$ cat src/rtl/mips_defs.sv
// Shared MIPS front-end definitions: instruction-memory window, exception codes,
// the fetch-queue entry layout and the word-address legality check.
package mips_defs;

  localparam logic [31:0] PC_RESET = 32'h0000_3000;
  localparam logic [31:0] IM_BASE  = 32'h0000_3000;
  localparam logic [31:0] IM_LAST  = 32'h0000_6FFC;
  localparam logic [4:0]  EXC_ADEL = 5'd4;

  typedef struct packed {
    logic [31:0] pc;
    logic [31:0] instr;
    logic        exc;
  } fetch_entry_t;

  // Word access is illegal when misaligned or outside [lo, hi] (unsigned, inclusive).
  function automatic logic addr_err(input logic [31:0] addr,
                                    input logic [31:0] lo,
                                    input logic [31:0] hi);
    return (addr[1:0] != 2'b00) || (addr < lo) || (addr > hi);
  endfunction

endpackage

$ cat src/rtl/f_fetch_queue.sv
// Instruction fetch queue: buffers {pc, instr, AdEL} between fetch and decode.
// in_ready depends only on the registered occupancy so it can drive the PC enable.
module f_fetch_queue #(
  parameter int unsigned  DEPTH   = 4,
  parameter logic [31:0]  IM_BASE = mips_defs::IM_BASE,
  parameter logic [31:0]  IM_LAST = mips_defs::IM_LAST,
  localparam int unsigned CW      = $clog2(DEPTH) + 1
) (
  input  logic          clk,
  input  logic          reset,
  input  logic          flush,
  input  logic          in_valid,
  input  logic [31:0]   in_pc,
  input  logic [31:0]   in_instr,
  output logic          in_ready,
  output logic          out_valid,
  output logic [31:0]   out_pc,
  output logic [31:0]   out_instr,
  output logic          out_exc,
  input  logic          out_ready,
  output logic [CW-1:0] count
);
  import mips_defs::*;

  localparam int unsigned AW = $clog2(DEPTH);

  fetch_entry_t  mem [DEPTH];
  fetch_entry_t  head;
  logic [AW-1:0] wptr;
  logic [AW-1:0] rptr;
  logic          push;
  logic          pop;

  assign in_ready  = (count < CW'(DEPTH));
  assign out_valid = (count != '0);
  assign push      = in_valid && in_ready;
  assign pop       = out_valid && out_ready;

  // Show-ahead head, zeroed while empty so stale storage never leaks out.
  assign head      = mem[rptr];
  assign out_pc    = out_valid ? head.pc    : 32'h0;
  assign out_instr = out_valid ? head.instr : 32'h0;
  assign out_exc   = out_valid ? head.exc   : 1'b0;

  // Storage needs no reset: contents are only observable while counted.
  always_ff @(posedge clk) begin
    if (push && !reset && !flush) begin
      mem[wptr] <= '{pc: in_pc, instr: in_instr, exc: addr_err(in_pc, IM_BASE, IM_LAST)};
    end
  end

  // Pointers wrap naturally since DEPTH is a power of two.
  always_ff @(posedge clk) begin
    if (reset || flush) begin
      wptr  <= '0;
      rptr  <= '0;
      count <= '0;
    end else begin
      if (push) wptr <= wptr + AW'(1);
      if (pop)  rptr <= rptr + AW'(1);
      case ({push, pop})
        2'b10:   count <= count + CW'(1);
        2'b01:   count <= count - CW'(1);
        default: count <= count;
      endcase
    end
  end

endmodule

$ cat config.mk
export PLATFORM = sky130hd
export DESIGN_NAME = f_fetch_queue
export DESIGN_NICKNAME = d
export VERILOG_FILES = /design/src/rtl/mips_defs.sv /design/src/rtl/f_fetch_queue.sv
export SDC_FILE = /design/constraint.sdc
export NUM_CORES = 1
export LEC_CHECK = 0
export ABC_AREA = 0
export BUFFER_PORTS_ARGS = -buffer_cell sky130_fd_sc_hd__buf_2
export CAP_MARGIN = 30
export CELL_PAD_IN_SITES_DETAIL_PLACEMENT = 0
export CELL_PAD_IN_SITES_GLOBAL_PLACEMENT = 1
export CORE_AREA = 2 2 173 141
export DETAILED_ROUTE_END_ITERATION = 10
export DIE_AREA = 0 0 175 143
export PLACE_DENSITY_LB_ADDON = 0.1
export SYNTH_ARGS = -nofsm -noshare
export SYNTH_HDL_FRONTEND = slang
export SYNTH_SLANG_ARGS = --single-unit
$ cat constraint.sdc
create_clock -name clk -period 2.7 [get_ports clk]
set_input_delay 0.135 -clock clk [delete_from_list [all_inputs] [get_ports clk]]
set_output_delay 0.135 -clock clk [all_outputs]
set_load 0.01 [all_outputs]
==> metrics.cfg, run 1 <==
[setup_path]
cp_slowest_cell = mux4_2
r2r_setup_slack_ns = 0.58
arrival_ns = 2.26
start_kind = flop
timing.rr.start = count[2]$_SDFFE_PP0P_
critPathMaxStageDelay_ns = 0.58
crit_buf_inv = 2
crit_fanout = 31
cp-end-kind = primary output
critPathRequiredTime_ns = 2.57
worstSetupPathType = reg2out
path_cells = buf_12 > mux4_2 > and2_1 > buf_2
critPathTopFamily = multiplexers

[synthesis]
syn-num-nets = 548
synth-seq-cells = 269
syn_avg_cell_area_um2 = 21.8
yosysSeqAreaShare = 0.773
synthDistinctLibCells = 27
ys_async_sr_fraction = 0
yosys_warnings = 0
netlist_area_mm2 = 0.0103
postSynthCellCount = 473
synth-edff-count = 260
synth_ff_type = edfxtp_1

[power]
power_switching_w = 0.00173
power.density_mw_per_mm2 = 684
p_int_w = 0.00721
power_w = 0.00894
ir_drop_mv = 0.565
p_comb_frac = 0.054
p_seq_frac = 0.518
p_sw_frac = 0.194
clkPwrFrac = 0.428
p_leak_nw = 4.53

[floorplanning]
core_mm2 = 0.0232
die_w_um = 175
dieHeight_um = 143
io-pin-count = 139
die-area_mm2 = 0.0250
fp-row-count = 50
initial_core_util = 0.445

[final_layout]
nFillCells = 1826
area_growth_pct = 26.5
drive_gt1_frac = 0.363
final_common_cell = edfxtp_1
finalNetCount = 770
final_cell_mix = 260 x edfxtp_1, 138 x buf_2, 66 x dlygate4sd3_1

[global_route]
grt_first_pass_wirelength_um = 30800
grtUsageTotal = 0.162
grt_max_degree = 56
overflow = 0
antenna_found_initial = 1
grt_pass1_vias = 5534

[drt]
drc_errors = 0
wl_per_cell_um = 19.3
routed_wirelength_um = 19900
vias_per_cell = 5.08
first_pass_iters = 5
vias = 5224
ant_nets = 0
drt_iter0_drc = 327

[cts]
cts-buffers-inserted = 28
cts_setup_buffers = 0
htree_levels = 1
cts_tree = yes
cts_root_buf = clkbuf_16
cts_sinks = 269
clk_path_buf_depth = 3
clkLatencyLatePin_ns = 0.52
clkSlewWorstSetupHoldPaths_ns = 0.06

[timing]
worstMarginPinSlew_ns = 0.673
fin_skew_ns = 0.00866
setup_viol = 0
max_freq_mhz = 417
fin_crit_ns = 2.40
drv_slew = 0
fin_tns_setup_ns = 0
fin_crit_sh = 0.888
relSlewSlack = 0.547
rsz0062_at_grt = false
hold_viol = 0

[placed_design]
io_buffers = 138
hpwl_um = 11400
routabilityCongestion = 0.724

[worst_hold_path]
min_from = out_ready
hp-class = in2reg

[run]
drv_cap = 0

[status]
outcome = completed

registers in the layout (all words and copies together) (netlist names), named ones only:
register,count
mem,260
count,3
rptr,2
wptr,2
stage by stage:
stage	instances	utilization	instance area, µm²	hold slack, ns	setup slack (ns)
after CTS	1028	0.563	13100	0.0122	0.222
final	1029	0.563	13100	0.0328	0.303
after global routing	1029	0.563	13100	0.0603	0.186
after detailed placement	911	0.495	11500	0.353	0.555
after global placement	911	0.495	11500	0.345	0.597
after floorplan	473	-	10300	0.234	0.675
power by group through the flow:
stage          combinational, W  clock (W)  sequential, W
2_1_floorplan          0.000206          0        0.00472
3_3_place_gp           0.000400          0        0.00472
5_1_grt                0.000531    0.00411        0.00464
3_5_place_dp           0.000413          0        0.00472
4_1_cts                0.000493    0.00393        0.00464
6_report               0.000483    0.00383        0.00464
cells by family (layout without fill, tap and decap cells):
| family | count (synthesis) | in the layout | share of synthesized area |
|---|---|---|---|
| adders and majority gates | 6 | 6 | 0.00799 |
| DFF | 269 | 269 | 0.773 |
| and+or+nand+nor | 90 | 90 | 0.0518 |
| buffers and inverters | 31 | 274 | 0.0165 |
| AOI/OAI and AO/OA | 5 | 5 | 0.00303 |
| other | 0 | 1 | 0 |
| xor gates and xnor gates | 6 | 6 | 0.00509 |
| muxes | 66 | 66 | 0.143 |
timing repair:
action,in CTS,in global routing
hold endpoints to repair,265,0
setup endpoints to repair,2,0
resized for setup,1,0
hold buffers,66,0
path summary, 6_finish.rpt:
| check | to | cells after the start |
|---|---|---|
| worst min register to register | rptr[1]$_SDFFE_PP0P_ | 2 |
| worst max register to register | count[2]$_SDFFE_PP0P_ | 8 |
| worst min-delay path | flop | 4 |
| worst max-delay path | out_pc[12] | 4 |
worst min-delay path: stages:
cell     delay (ns)
buf_2          0.11
o31ai_1        0.10
xor2_1         0.09
nor2_1         0.07
layout make-up:
type / instances / area [µm²] / area share
antenna: 1 / 2.50 / 0.000191
clock buffer: 38 / 759 / 0.0581
clock inverter: 13 / 169 / 0.0129
inverter: 8 / 30.0 / 0.00230
multi-input combinational: 173 / 2210 / 0.169
sequential: 269 / 8000 / 0.611
tap: 312 / 390 / 0.0299
timing repair buffer: 215 / 1520 / 0.116
Yosys cell counts, types with 4 or more instances:
cell / n / area (µm²)
inv_1: 8 / 30.0
buf_2: 7 / 35.0
nor4_1: 4 / 25.0
clkbuf_1: 10 / 37.5
ha_1: 5 / 62.6
dfxtp_1: 9 / 180
xor2_1: 4 / 35.0
mux4_2: 65 / 1460
nor2_1: 9 / 33.8
buf_6: 6 / 67.6
edfxtp_1: 260 / 7810
and2_1: 65 / 407
and3_1: 5 / 31.3
metal layers:
layer,up-vias,GRT usage,part of all wire
li1,2365,-,-
met1,2695,0.221,0.44
met2,138,0.274,0.49
met3,26,0.0325,0.057
met4,0,0.0360,0.016
met5,-,0,0
No activity file was read; power rests on OpenSTA's default activity.
==> run 2: changes to the inputs <==
--- a/config.mk
+++ b/config.mk
@@ -13,6 +13,7 @@
 export CORE_AREA = 2 2 173 141
 export DETAILED_ROUTE_END_ITERATION = 10
 export DIE_AREA = 0 0 175 143
+export HOLD_SLACK_MARGIN = 0.06
 export PLACE_DENSITY_LB_ADDON = 0.1
 export SYNTH_ARGS = -nofsm -noshare
 export SYNTH_HDL_FRONTEND = slang
==> run 2 against run 1 <==
Maximum frequency hardly changed. Largest power group unchanged. Worst hold slack gained 0.17 ns. Critical path depth unchanged. Routed wire length hardly changed. Sequential cell count unchanged. Via count up 0.23%.
==> metrics.cfg, run 2 (same netlist as run 1, synthesis figures left out) <==
[floorplanning]
die_w_um = 175  ; unchanged
io-pin-count = 139  ; unchanged
initial_core_util = 0.445  ; unchanged
die-area_mm2 = 0.0250  ; unchanged
core_mm2 = 0.0232  ; unchanged
fp-row-count = 50  ; unchanged
dieHeight_um = 143  ; unchanged

[timing]
drv_slew = 0  ; unchanged
fin_tns_setup_ns = 0  ; unchanged
fin_crit_sh = 0.887  ; about the same
worstMarginPinSlew_ns = 0.641  ; -0.0324 ns
hold_viol = 0  ; unchanged
fin_crit_ns = 2.40  ; -0.00150 ns
relSlewSlack = 0.569  ; +0.0218
rsz0062_at_grt = false
max_freq_mhz = 417  ; about the same
fin_skew_ns = 0.0113  ; +0.00266 ns
setup_viol = 0  ; unchanged

[drt]
ant_nets = 0  ; unchanged
routed_wirelength_um = 19900  ; about the same
drc_errors = 0  ; unchanged
first_pass_iters = 4  ; -1
vias = 5236  ; +0.23%
drt_iter0_drc = 316  ; -3.4%
vias_per_cell = 5.08  ; about the same
wl_per_cell_um = 19.3  ; -0.19%

[cts]
cts_root_buf = clkbuf_16
cts_sinks = 269  ; unchanged
cts-buffers-inserted = 28  ; unchanged
htree_levels = 1  ; unchanged
clkSlewWorstSetupHoldPaths_ns = 0.06  ; about the same
clk_path_buf_depth = 3  ; unchanged
cts_tree = yes
clkLatencyLatePin_ns = 0.52  ; about the same
cts_setup_buffers = 0  ; unchanged

[final_layout]
final_common_cell = edfxtp_1
multi_input_area_mm2 = 0.00221  ; unchanged
area_growth_pct = 26.7
top_regs = mem x260, count x3
regMostFlops = mem
nFillCells = 1827  ; +0.055%
finalNetCount = 772  ; +0.26%
largest_register_ff_count = 260  ; unchanged
final_cell_mix = 260 x edfxtp_1, 138 x buf_2, 68 x dlygate4sd3_1
seq_area_mm2 = 0.00800  ; unchanged
drive_gt1_frac = 0.362  ; -0.00101
stdcell_count = 1031  ; +0.19%

[power]
ir_drop_mv = 0.565  ; about the same
p_leak_nw = 4.54  ; +0.24%
power.density_mw_per_mm2 = 682  ; -0.23%

[setup_path]
crit_end = out_pc[12]
critPathRequiredTime_ns = 2.57  ; about the same
start_kind = flop
cp-end-kind = primary output
r2r_setup_slack_ns = 0.57  ; about the same
arrival_ns = 2.26  ; about the same
worstSetupPathType = reg2out
timing.rr.start = count[2]$_SDFFE_PP0P_
crit_fanout = 31  ; unchanged
r2r-end = count[2]$_SDFFE_PP0P_
worst_r2r_path_depth = 8  ; unchanged

[global_route]
grt_max_degree = 56  ; unchanged
overflow = 0  ; unchanged
antenna_found_initial = 1  ; unchanged
grtUsageTotal = 0.162  ; about the same
grt_pass1_vias = 5540  ; +0.11%
grt_first_pass_wirelength_um = 30800  ; about the same

[placed_design]
routabilityCongestion = 0.724  ; unchanged
io_buffers = 138  ; unchanged
dpl.cell_count = 911  ; unchanged
hpwl_um = 11400  ; unchanged

[worst_hold_path]
hp-class = in2reg
hold_depth = 4  ; unchanged

[status]
outcome = completed

[run]
drv_cap = 0  ; unchanged

## run 2: power breakdown
| group | leakage (nW) | switching, W | internal [W] | total (W) |
|---|---|---|---|---|
| clock | 0.443 | 0.00147 | 0.00235 | 0.00382 |
| sequential | 2.43 | 0.0000149 | 0.00462 | 0.00464 |
| combinational | 1.67 | 0.000241 | 0.000243 | 0.000484 |
| total | 4.54 | 0.00173 | 0.00721 | 0.00894 |
## run 2: what timing repair did
| item | CTS | global route |
|---|---|---|
| resized for setup | 1 | 0 |
| hold endpoints to repair | 269 | 0 |
| setup endpoints to repair | 2 | 0 |
| hold buffers | 68 | 0 |
## run 2: layout make-up
type                    count  share of cell area
flip-flops and latches    269               0.610
multi-input cells         173               0.169
repair buffers            217               0.118
clock buffers              38              0.0580
well taps                 312              0.0298
clock inverters            13              0.0129
inverters                   8             0.00229
diodes                      1            0.000191
## run 2: how the worst min path moves through the flow
stage                     start                    to
global placement       in_pc[7]  mem[2][40]$_DFFE_PP_
global route           in_valid  wptr[1]$_SDFFE_PP0P_
floorplan           in_instr[9]  mem[0][10]$_DFFE_PP_
finish                 in_valid  wptr[0]$_SDFFE_PP0P_
detailed placement  in_instr[0]   mem[2][1]$_DFFE_PP_
CTS                    in_valid  wptr[0]$_SDFFE_PP0P_
## run 2: layer usage
layer / GRT usage / up-vias / wire (µm) / part of all wire
met4: 0.0360 / 0 / 306 / 0.015
li1: - / 2370 / - / -
met5: 0 / - / 0 / 0
met3: 0.0325 / 26 / 1050 / 0.053
met1: 0.221 / 2693 / 8800 / 0.44
met2: 0.274 / 147 / 9710 / 0.49
## run 2: worst max-delay path: stages, from the launching register on
cell	delay, ns
dfxtp_4	0.52
buf_12	0.31
mux4_2	0.59
and2_1	0.18
buf_2	0.13
## run 2: stage by stage
| step | instance area [µm²] | hold WS [ns] | setup slack (ns) | total power [W] | utilization |
|---|---|---|---|---|---|
| global route | 13100 | 0.212 | 0.186 | 0.00928 | 0.564 |
| global placement | 11500 | 0.345 | 0.597 | 0.00512 | 0.495 |
| floorplan | 10300 | 0.234 | 0.675 | 0.00493 | - |
| detailed placement | 11500 | 0.353 | 0.555 | 0.00514 | 0.495 |
| CTS | 13100 | 0.171 | 0.222 | 0.00906 | 0.564 |
| finish | 13100 | 0.201 | 0.304 | 0.00894 | 0.564 |
